$ cat src/rtl/phy_pkg.sv
// rtl/phy_pkg.sv - shared constants and FSM encoding for the PHY receive deserializer
package phy_pkg;

  // Idle / alignment character sent by the transmit PHY
  localparam logic [7:0] COMMA_DEFAULT = 8'hBC;

  // Width of the round-robin lane tag
  localparam int LANE_W = 2;

  // Receive alignment FSM encoding
  typedef logic [1:0] rx_state_t;
  localparam rx_state_t HUNT   = 2'd0;
  localparam rx_state_t LOCK   = 2'd1;
  localparam rx_state_t ACTIVE = 2'd2;

endpackage

$ cat src/rtl/rx_shift_align.sv
// rtl/rx_shift_align.sv - serial shift register, bit phase counter and comma detect
module rx_shift_align
  import phy_pkg::*;
#(
  parameter logic [7:0] COMMA = COMMA_DEFAULT
) (
  input  logic       clk_32f,
  input  logic       reset,
  input  logic       data_in,
  input  logic       bit_clr_i,
  output logic [7:0] sr_o,
  output logic       comma_o,
  output logic       boundary_o
);

  logic [7:0] sr_q;
  logic [2:0] bit_cnt_q;
  logic [2:0] bit_cnt_d;

  // Bit phase restarts at a HUNT match so the next 8 bits form the first aligned byte
  always_comb begin
    bit_cnt_d = bit_cnt_q + 3'd1;
    if (bit_clr_i) begin
      bit_cnt_d = 3'd0;
    end
  end

  // Shift in one bit per cycle, MSB first, regardless of FSM state
  always_ff @(posedge clk_32f or negedge reset) begin
    if (!reset) begin
      sr_q      <= 8'h00;
      bit_cnt_q <= 3'd0;
    end else begin
      sr_q      <= {sr_q[6:0], data_in};
      bit_cnt_q <= bit_cnt_d;
    end
  end

  assign sr_o       = sr_q;
  assign comma_o    = (sr_q == COMMA);
  assign boundary_o = (bit_cnt_q == 3'd7);

endmodule

$ cat src/rtl/phy_rx_deser.sv
// rtl/phy_rx_deser.sv - comma-aligned serial-to-byte receiver; PHY_RX_LANE_TAG_EN enables lane tagging
module phy_rx_deser
  import phy_pkg::*;
#(
  parameter logic [7:0]  COMMA      = COMMA_DEFAULT,
  parameter int unsigned LOCK_COUNT = 4
) (
  input  logic              clk_32f,
  input  logic              reset,
  input  logic              data_in,
  output logic [7:0]        data_out,
  output logic              valid_out,
  output logic              byte_strobe,
  output logic [LANE_W-1:0] lane,
  output logic              active
);

  localparam logic [3:0] LOCK_CNT = 4'(LOCK_COUNT);

  rx_state_t  state_q;
  rx_state_t  state_d;
  logic [3:0] bc_cnt_q;
  logic [3:0] bc_cnt_d;
  logic [3:0] bc_inc;
  logic [7:0] sr;
  logic       is_comma;
  logic       boundary;
  logic       bit_clr;
  logic       slot;
  logic [7:0] data_q;
  logic       valid_q;
  logic       strobe_q;

  rx_shift_align #(
    .COMMA (COMMA)
  ) u_align (
    .clk_32f    (clk_32f),
    .reset      (reset),
    .data_in    (data_in),
    .bit_clr_i  (bit_clr),
    .sr_o       (sr),
    .comma_o    (is_comma),
    .boundary_o (boundary)
  );

  assign bc_inc = bc_cnt_q + 4'd1;
  assign slot   = (state_q == ACTIVE) && boundary;

  // Alignment FSM: any-offset comma search, then count boundary-aligned commas
  always_comb begin
    state_d  = state_q;
    bc_cnt_d = bc_cnt_q;
    bit_clr  = 1'b0;
    case (state_q)
      HUNT: begin
        if (is_comma) begin
          bit_clr  = 1'b1;
          bc_cnt_d = 4'd1;
          state_d  = (LOCK_CNT == 4'd1) ? ACTIVE : LOCK;
        end
      end
      LOCK: begin
        if (boundary) begin
          if (is_comma) begin
            bc_cnt_d = bc_inc;
            if (bc_inc == LOCK_CNT) begin
              state_d = ACTIVE;
            end
          end else begin
            bc_cnt_d = 4'd0;
            state_d  = HUNT;
          end
        end
      end
      default: begin
        // ACTIVE is only left through reset: data is indistinguishable from misalignment
      end
    endcase
  end

  // FSM state and comma counter
  always_ff @(posedge clk_32f or negedge reset) begin
    if (!reset) begin
      state_q  <= HUNT;
      bc_cnt_q <= 4'd0;
    end else begin
      state_q  <= state_d;
      bc_cnt_q <= bc_cnt_d;
    end
  end

  // Byte slot outputs: data holds between slots, strobe and valid pulse for one cycle
  always_ff @(posedge clk_32f or negedge reset) begin
    if (!reset) begin
      data_q   <= 8'h00;
      valid_q  <= 1'b0;
      strobe_q <= 1'b0;
    end else begin
      strobe_q <= slot;
      valid_q  <= slot && !is_comma;
      if (slot) begin
        data_q <= sr;
      end
    end
  end

  assign data_out    = data_q;
  assign valid_out   = valid_q;
  assign byte_strobe = strobe_q;
  assign active      = (state_q == ACTIVE);

`ifdef PHY_RX_LANE_TAG_EN
  logic [LANE_W-1:0] ptr_q;
  logic [LANE_W-1:0] lane_q;

  // Round-robin lane tag, restarted at lane 0 on every entry to ACTIVE
  always_ff @(posedge clk_32f or negedge reset) begin
    if (!reset) begin
      ptr_q  <= '0;
      lane_q <= '0;
    end else if ((state_q != ACTIVE) && (state_d == ACTIVE)) begin
      ptr_q <= '0;
    end else if (slot) begin
      lane_q <= ptr_q;
      ptr_q  <= ptr_q + 1'b1;
    end
  end

  assign lane = lane_q;
`else
  assign lane = '0;
`endif

endmodule

$ cat config.mk
export PLATFORM = sky130hd
export DESIGN_NAME = phy_rx_deser
export DESIGN_NICKNAME = d
export VERILOG_FILES = /design/src/rtl/phy_pkg.sv /design/src/rtl/rx_shift_align.sv /design/src/rtl/phy_rx_deser.sv
export SDC_FILE = /design/constraint.sdc
export NUM_CORES = 1
export LEC_CHECK = 0
export ABC_AREA = 1
export CAP_MARGIN = 20
export CORE_ASPECT_RATIO = 1.25
export CORE_MARGIN = 3
export CORE_UTILIZATION = 58
export CTS_BUF_LIST = sky130_fd_sc_hd__clkbuf_8
export DETAILED_ROUTE_END_ITERATION = 8
export DONT_BUFFER_PORTS = 1
export PLACE_DENSITY = 0.74
export SYNTH_ARGS = -nofsm -noshare
export SYNTH_HDL_FRONTEND = slang
export SYNTH_SLANG_ARGS = --single-unit
$ cat constraint.sdc
create_clock -name clk_32f -period 1.3 [get_ports clk_32f]
set_input_delay 0.26 -clock clk_32f [delete_from_list [all_inputs] [get_ports clk_32f]]
set_output_delay 0.26 -clock clk_32f [all_outputs]
set_load 0.01 [all_outputs]
==> results of run 1 <==
-- power by group through the flow --
stage	Clock, W	Combinational (W)	Sequential [W]
finish	0.000488	0.000388	0.000973
global route	0.000534	0.000450	0.000986
CTS	0.000493	0.000345	0.000971
detailed placement	0	0.000316	0.000988
global placement	0	0.000307	0.000984
floorplan	0	0.000211	0.000995
-- cells by family after synthesis --
logic type               count (synthesis)  share of synthesized area (%)
AND/OR/NAND/NOR                         60                           27.1
flip-flops                              27                           58.3
buffers and inverters                   17                           6.26
AO/OA/AOI/OAI                            8                           3.77
adder cells (fa/ha/maj)                  4                           4.32
other                                    1                          0.323
-- area by class of cell --
type                       instances  share of cell area (%)
tap                               19                    1.77
sequential                        27                    50.3
multi-input combinational         74                    33.1
inverter                          14                    3.91
clock buffer                       3                    3.08
timing repair buffer              10                    7.18
clock inverter                     1                   0.652
-- worst paths after layout --
path                            startpoint  slack [ns]              end
hold / removal             u_align.sr_o[6]        0.40  u_align.sr_o[7]
hold reg to reg            u_align.sr_o[6]        0.40  u_align.sr_o[7]
min in group asynchronous            reset        0.42        valid_out
setup / recovery                state_q[1]        0.06           active
max in group asynchronous            reset        0.74  u_align.sr_o[7]
setup reg to reg                state_q[1]        0.06       state_q[0]
-- state kept, by name (all words and copies together), names as in the netlist --
| register | count |
|---|---|
| bc_cnt_q | 4 |
| u_align.sr_o | 8 |
| valid_out | 1 |
| u_align.bit_cnt_q | 3 |
| byte_strobe | 1 |
| state_q | 2 |
| data_out | 8 |
-- critical path: cells and delay by family, from the launching register on --
kind          cells  cell delay [ns]
flops             1             0.35
simple gates      1             0.14
buf+inv           2             0.21
-- placed cells by master, fill, tap and decap left out, drive strengths merged, types with 3 or more instances in the layout --
cell     n
inv     15
clkbuf   3
dfrtp   27
nand3    5
o21ai    6
nand2   45
ha       4
nor2     8
buf      8
-- what timing repair did --
item                       CTS  global route
hold buffers                 2             1
setup endpoints to repair    0            15
setup buffers                0             2
hold endpoints to repair    27             1
gates resized for setup      0            11
-- Yosys cell counts, drive strengths merged --
master  number  area, um2
dfrtp       27        676
conb         1       3.75
nor2         8       63.8
ha           4       50.1
nand4        1       6.26
nand3        5       42.5
nand2       45        196
buf          3       20.0
inv         14       52.6
nor3         1       5.00
o21ai        6       30.0
a21oi        2       13.8
-- stage by stage --
| stage | instances | TNS [ns] | utilization, % | hold slack (ns) |
|---|---|---|---|---|
| global route | 148 | -0.0337 | 73.4 | 0.416 |
| finish | 148 | 0 | 73.4 | 0.402 |
| global placement | 139 | 0 | 65.9 | -0.0351 |
| detailed placement | 139 | 0 | 65.9 | -0.0350 |
| CTS | 145 | 0 | 70.2 | 0.00344 |
| floorplan | 118 | 0 | - | -0.0356 |
-- per-layer routing --
metal / GRT usage, % / share of wire [%] / wire [um] / vias to the layer above
met5: 0 / 0 / 0 / -
met4: 6.10 / 1.2 / 22 / 0
met3: 2.91 / 3.5 / 64 / 4
met2: 28.7 / 55 / 990 / 15
met1: 18.3 / 41 / 735 / 375
li1: - / - / - / 378
==> impl_metrics.py, run 1 <==
metrics = {
    "yosys": {
        "syn_avg_cell_area_um2": 9.91,
        "syn_inst": 117,
        "ys_ff_latch": 27,
        "yosysSeqAreaShare_pct": 58.3,
        "ys_warn_count": 0,
        "synth.distinct_cells": 23,
        "syn-cell-area_um2": 1160,
    },
    "cells_and_area": {
        "drive_gt1_share_pct": 30.2,
        "n_antenna_cell": 0,
        "seq_area_um2": 676,
        "fin_area_um2": 1340,
        "syn_to_final_growth_pct": 15.7,
        "multiInputGateArea_um2": 444,
        "fin_nets": 137,
        "fillers": 127,
    },
    "routing": {
        "routed_wl_um": 1810,
        "ant_nets": 0,
        "detail_route.wl_per_cell_um": 12.2,
        "drtPass1Iterations": 4,
        "vias_per_cell": 5.22,
        "drt_iter0_drc": 13,
        "vias": 772,
        "drc": 0,
    },
    "clock_network": {
        "cts.sinks": 27,
        "clk_latency_ns": 0.27,
        "root_buffer": "clkbuf_8",
        "clk_pin_slew_worst_paths_ns": 0.09,
        "cts_buffer_depth": 2,
        "cts_tree": "built",
        "cts_made_buffers": 3,
        "h-tree-depth": 1,
    },
    "timing": {
        "fin_crit_sh_pct": 95.7,
        "max_clock_freq_mhz": 804,
        "setup_viol": 0,
        "finalCriticalPeriod_ns": 1.24,
        "finalHoldViolCount": 0,
        "drv_slew": 0,
        "rsz0062_at_grt": "yes",
        "fin_ws_ns": 0.0562,
        "fin_skew_ns": 0.00385,
    },
    "power_and_ir_drop": {
        "clkPwrFrac_pct": 26.4,
        "seqPwrFrac_pct": 52.6,
        "switching_share_pct": 28.3,
        "p_comb_share_pct": 21.0,
        "p_leak_nw": 0.699,
        "pwr_density_cell_nw_per_um2": 1380,
        "peakVddDrop_uv": 1090,
        "intPower_w": 0.00133,
        "p_switching_w": 0.000523,
        "power_w": 0.00185,
    },
    "critical_path": {
        "end_kind": "primary output",
        "worst-path-max-fanout": 3,
        "crit_type": "register to primary output",
        "path_cells": "inv_1 -> nor2_2 -> buf_4",
        "cp_slowest_cell": "dfrtp_1",
        "start_kind": "register",
        "slowest_delay_ns": 0.35,
        "cp_data_required_time_ns": 1.04,
        "cp.arrival_ns": 0.98,
        "reg2regPathDepth": 8,
    },
    "place": {
        "dpl_cell_area_um2": 1200,
        "globalplace.congestion": 0.806,
        "io_buffers": 0,
        "dpl.hpwl_um": 1310,
        "place_ws_ns": 0.0397,
    },
    "die": {
        "num_rows": 17,
        "chipHeight_um": 56.0,
        "floorplan.initialDensity_pct": 63.4,
        "fp.dieW_um": 46.0,
        "core_area_um2": 1830,
        "pin_count": 16,
        "die-area_um2": 2580,
    },
    "min_path": {
        "holdPathStages": 0,
        "hp-class": "register to register",
    },
    "global_route": {
        "grt_max_degree": 28,
        "grt_usage_pct": 16.3,
        "grt_pass1_vias": 777,
        "grt_pass1_wl_um": 3110,
        "antenna_found_initial": 0,
        "overflow": 0,
    },
    "outcome": {
        "status": "completed",
    },
    "flow_run": {
        "maxCapViolCount": 0,
    },
}
No activity file was read; power rests on OpenSTA's default activity.
==> inputs of run 2 (changes only) <==
Settings changed: CELL_PAD_IN_SITES_DETAIL_PLACEMENT set to 1, CELL_PAD_IN_SITES_GLOBAL_PLACEMENT set to 2, CORE_UTILIZATION 58 to 40, PLACE_DENSITY 0.74 to not set, PLACE_DENSITY_LB_ADDON set to 0.1, REMOVE_ABC_BUFFERS set to 1.
==> run 2 against run 1 <==
  * Maximum frequency fell by 1.1%
  * Via count up 3.0%
  * Clock skew fell by 0.00083 ns
  * Final cell count increased by 11%
  * Wire length increased by 25%
  * Highest routed layer unchanged
==> impl_metrics.py, run 2 (same netlist as run 1, synthesis figures left out) <==
metrics = {
    "outcome": {
        "status": "completed",
    },
    "timing": {
        "finalCriticalPeriod_ns": 1.26,
        "fin_crit_sh_pct": 96.7,
        "drv_slew": 0,
        "fin_skew_ns": 0.00302,
        "finalHoldViolCount": 0,
        "rsz0062_at_grt": "yes",
        "max_clock_freq_mhz": 795,
        "hold_ws_ns": 0.400,
        "setup_viol": 0,
    },
    "die": {
        "fp.dieW_um": 54.2,
        "floorplan.initialDensity_pct": 42.4,
        "die-area_um2": 3590,
        "chipHeight_um": 66.2,
        "core_area_um2": 2730,
        "num_rows": 21,
        "pin_count": 16,
    },
    "global_route": {
        "grt_pass1_wl_um": 3890,
        "grt_usage_pct": 14.9,
        "grt_max_degree": 28,
        "antenna_found_initial": 0,
        "overflow": 0,
        "grt_pass1_vias": 871,
    },
    "routing": {
        "vias_per_cell": 4.82,
        "ant_nets": 0,
        "routed_wl_um": 2270,
        "vias": 795,
        "drtPass1Iterations": 2,
        "drc": 0,
        "detail_route.wl_per_cell_um": 13.8,
        "drt_iter0_drc": 8,
    },
    "place": {
        "dpl.hpwl_um": 1710,
        "io_buffers": 0,
        "globalplace.congestion": 0.789,
        "dpl_cell_area_um2": 1240,
    },
    "clock_network": {
        "clk_pin_slew_worst_paths_ns": 0.09,
        "h-tree-depth": 1,
        "root_buffer": "clkbuf_8",
        "cts_made_buffers": 3,
        "cts_buffer_depth": 2,
        "cts_tree": "built",
        "clk_latency_ns": 0.26,
        "cts.sinks": 27,
    },
    "critical_path": {
        "worst-path-max-fanout": 9,
        "cp_data_required_time_ns": 1.46,
        "cp.arrival_ns": 1.42,
        "cp-startpoint": "u_align.bit_cnt_q[0]",
        "critPathTopFamily": "adder cells",
        "timing.rr.start": "u_align.bit_cnt_q[0]",
        "cp_slowest_cell": "dfrtp_1",
        "slowest_delay_ns": 0.40,
        "path_cells": "ha_1 -> ha_2 -> nand2_2 -> nand2_4 -> nand2_1 -> o21ai_1",
        "start_kind": "register",
        "end_kind": "register",
        "worst-path-buf-inv": 0,
        "crit_type": "register to register",
    },
    "cells_and_area": {
        "fin_nets": 139,
        "syn_to_final_growth_pct": 18.8,
        "layout_common_cells": "33 x nand2_1, 27 x dfrtp_1, 10 x nand2_2",
        "drive_gt1_share_pct": 32.8,
        "fillers": 322,
        "n_antenna_cell": 0,
        "layout_commonest_cell": "nand2_1",
        "fin_area_um2": 1380,
    },
    "power_and_ir_drop": {
        "pwr_density_cell_nw_per_um2": 1360,
        "peakVddDrop_uv": 569,
        "p_leak_nw": 0.708,
        "power_w": 0.00187,
    },
    "flow_run": {
        "maxCapViolCount": 0,
    },
    "min_path": {
        "hold_start": "u_align.sr_o[6]",
        "hp-class": "register to register",
    },
}
## run 2: where the power goes
part	internal, W	switching, W
Sequential	0.000922	0.0000674
Combinational	0.000193	0.000223
Clock	0.000214	0.000253
Total	0.00133	0.000543
## run 2: final timing paths
kind	endpoint	slack, ns	cells past startpoint
setup / recovery	bc_cnt_q[2]	0.04	6
hold reg to reg	u_align.sr_o[7]	0.40	0
setup reg to reg	bc_cnt_q[2]	0.04	6
hold / removal	u_align.sr_o[7]	0.40	0
max in group asynchronous	data_out[0]	0.72	2
min in group asynchronous	data_out[3]	0.43	2
## run 2: layout make-up
class | count | area [um2] | area share [%]
inverters | 14 | 52.6 | 3.81
well taps | 34 | 42.5 | 3.09
multi-input cells | 74 | 445 | 32.3
repair buffers | 12 | 115 | 8.36
flip-flops and latches | 27 | 676 | 49.0
clock inverters | 1 | 5.00 | 0.363
clock buffers | 3 | 41.3 | 3.00
## run 2: layer usage
metal / share of wire (%) / global-route usage, % / up-vias
met4: 0.92 / 5.61 / 0
met2: 58 / 26.9 / 10
met3: 2.8 / 2.71 / 2
met1: 38 / 16.5 / 399
li1: - / - / 384
met5: 0 / 0 / -
## run 2: what timing repair did
item | 4_1_cts | 5_1_grt
hold endpoints to repair | 27 | 1
gates resized for setup | 1 | 13
endpoints found under the setup margin | 4 | 16
setup buffers | 0 | 2
pin swaps | 0 | 9
cloned | 0 | 0
hold buffers | 2 | 1
## run 2: through the flow
stage / util, % / std cells / setup slack [ns] / setup TNS (ns)
5_1_grt: 50.4 / 165 / -0.0446 / -0.0769
4_1_cts: 48.3 / 162 / -0.0194 / -0.0560
3_5_place_dp: 45.3 / 156 / -0.0126 / -0.0276
2_1_floorplan: - / 115 / -0.0432 / -0.216
3_3_place_gp: 45.3 / 156 / 0.0520 / 0
6_report: 50.4 / 165 / 0.0423 / 0
## run 2: worst register-to-register path, stage by stage (launching register included)
cell and delay [ns]:
dfrtp_1 0.40, ha_1 0.22, ha_2 0.19, nand2_2 0.10
nand2_4 0.10, nand2_1 0.09, o21ai_1 0.06
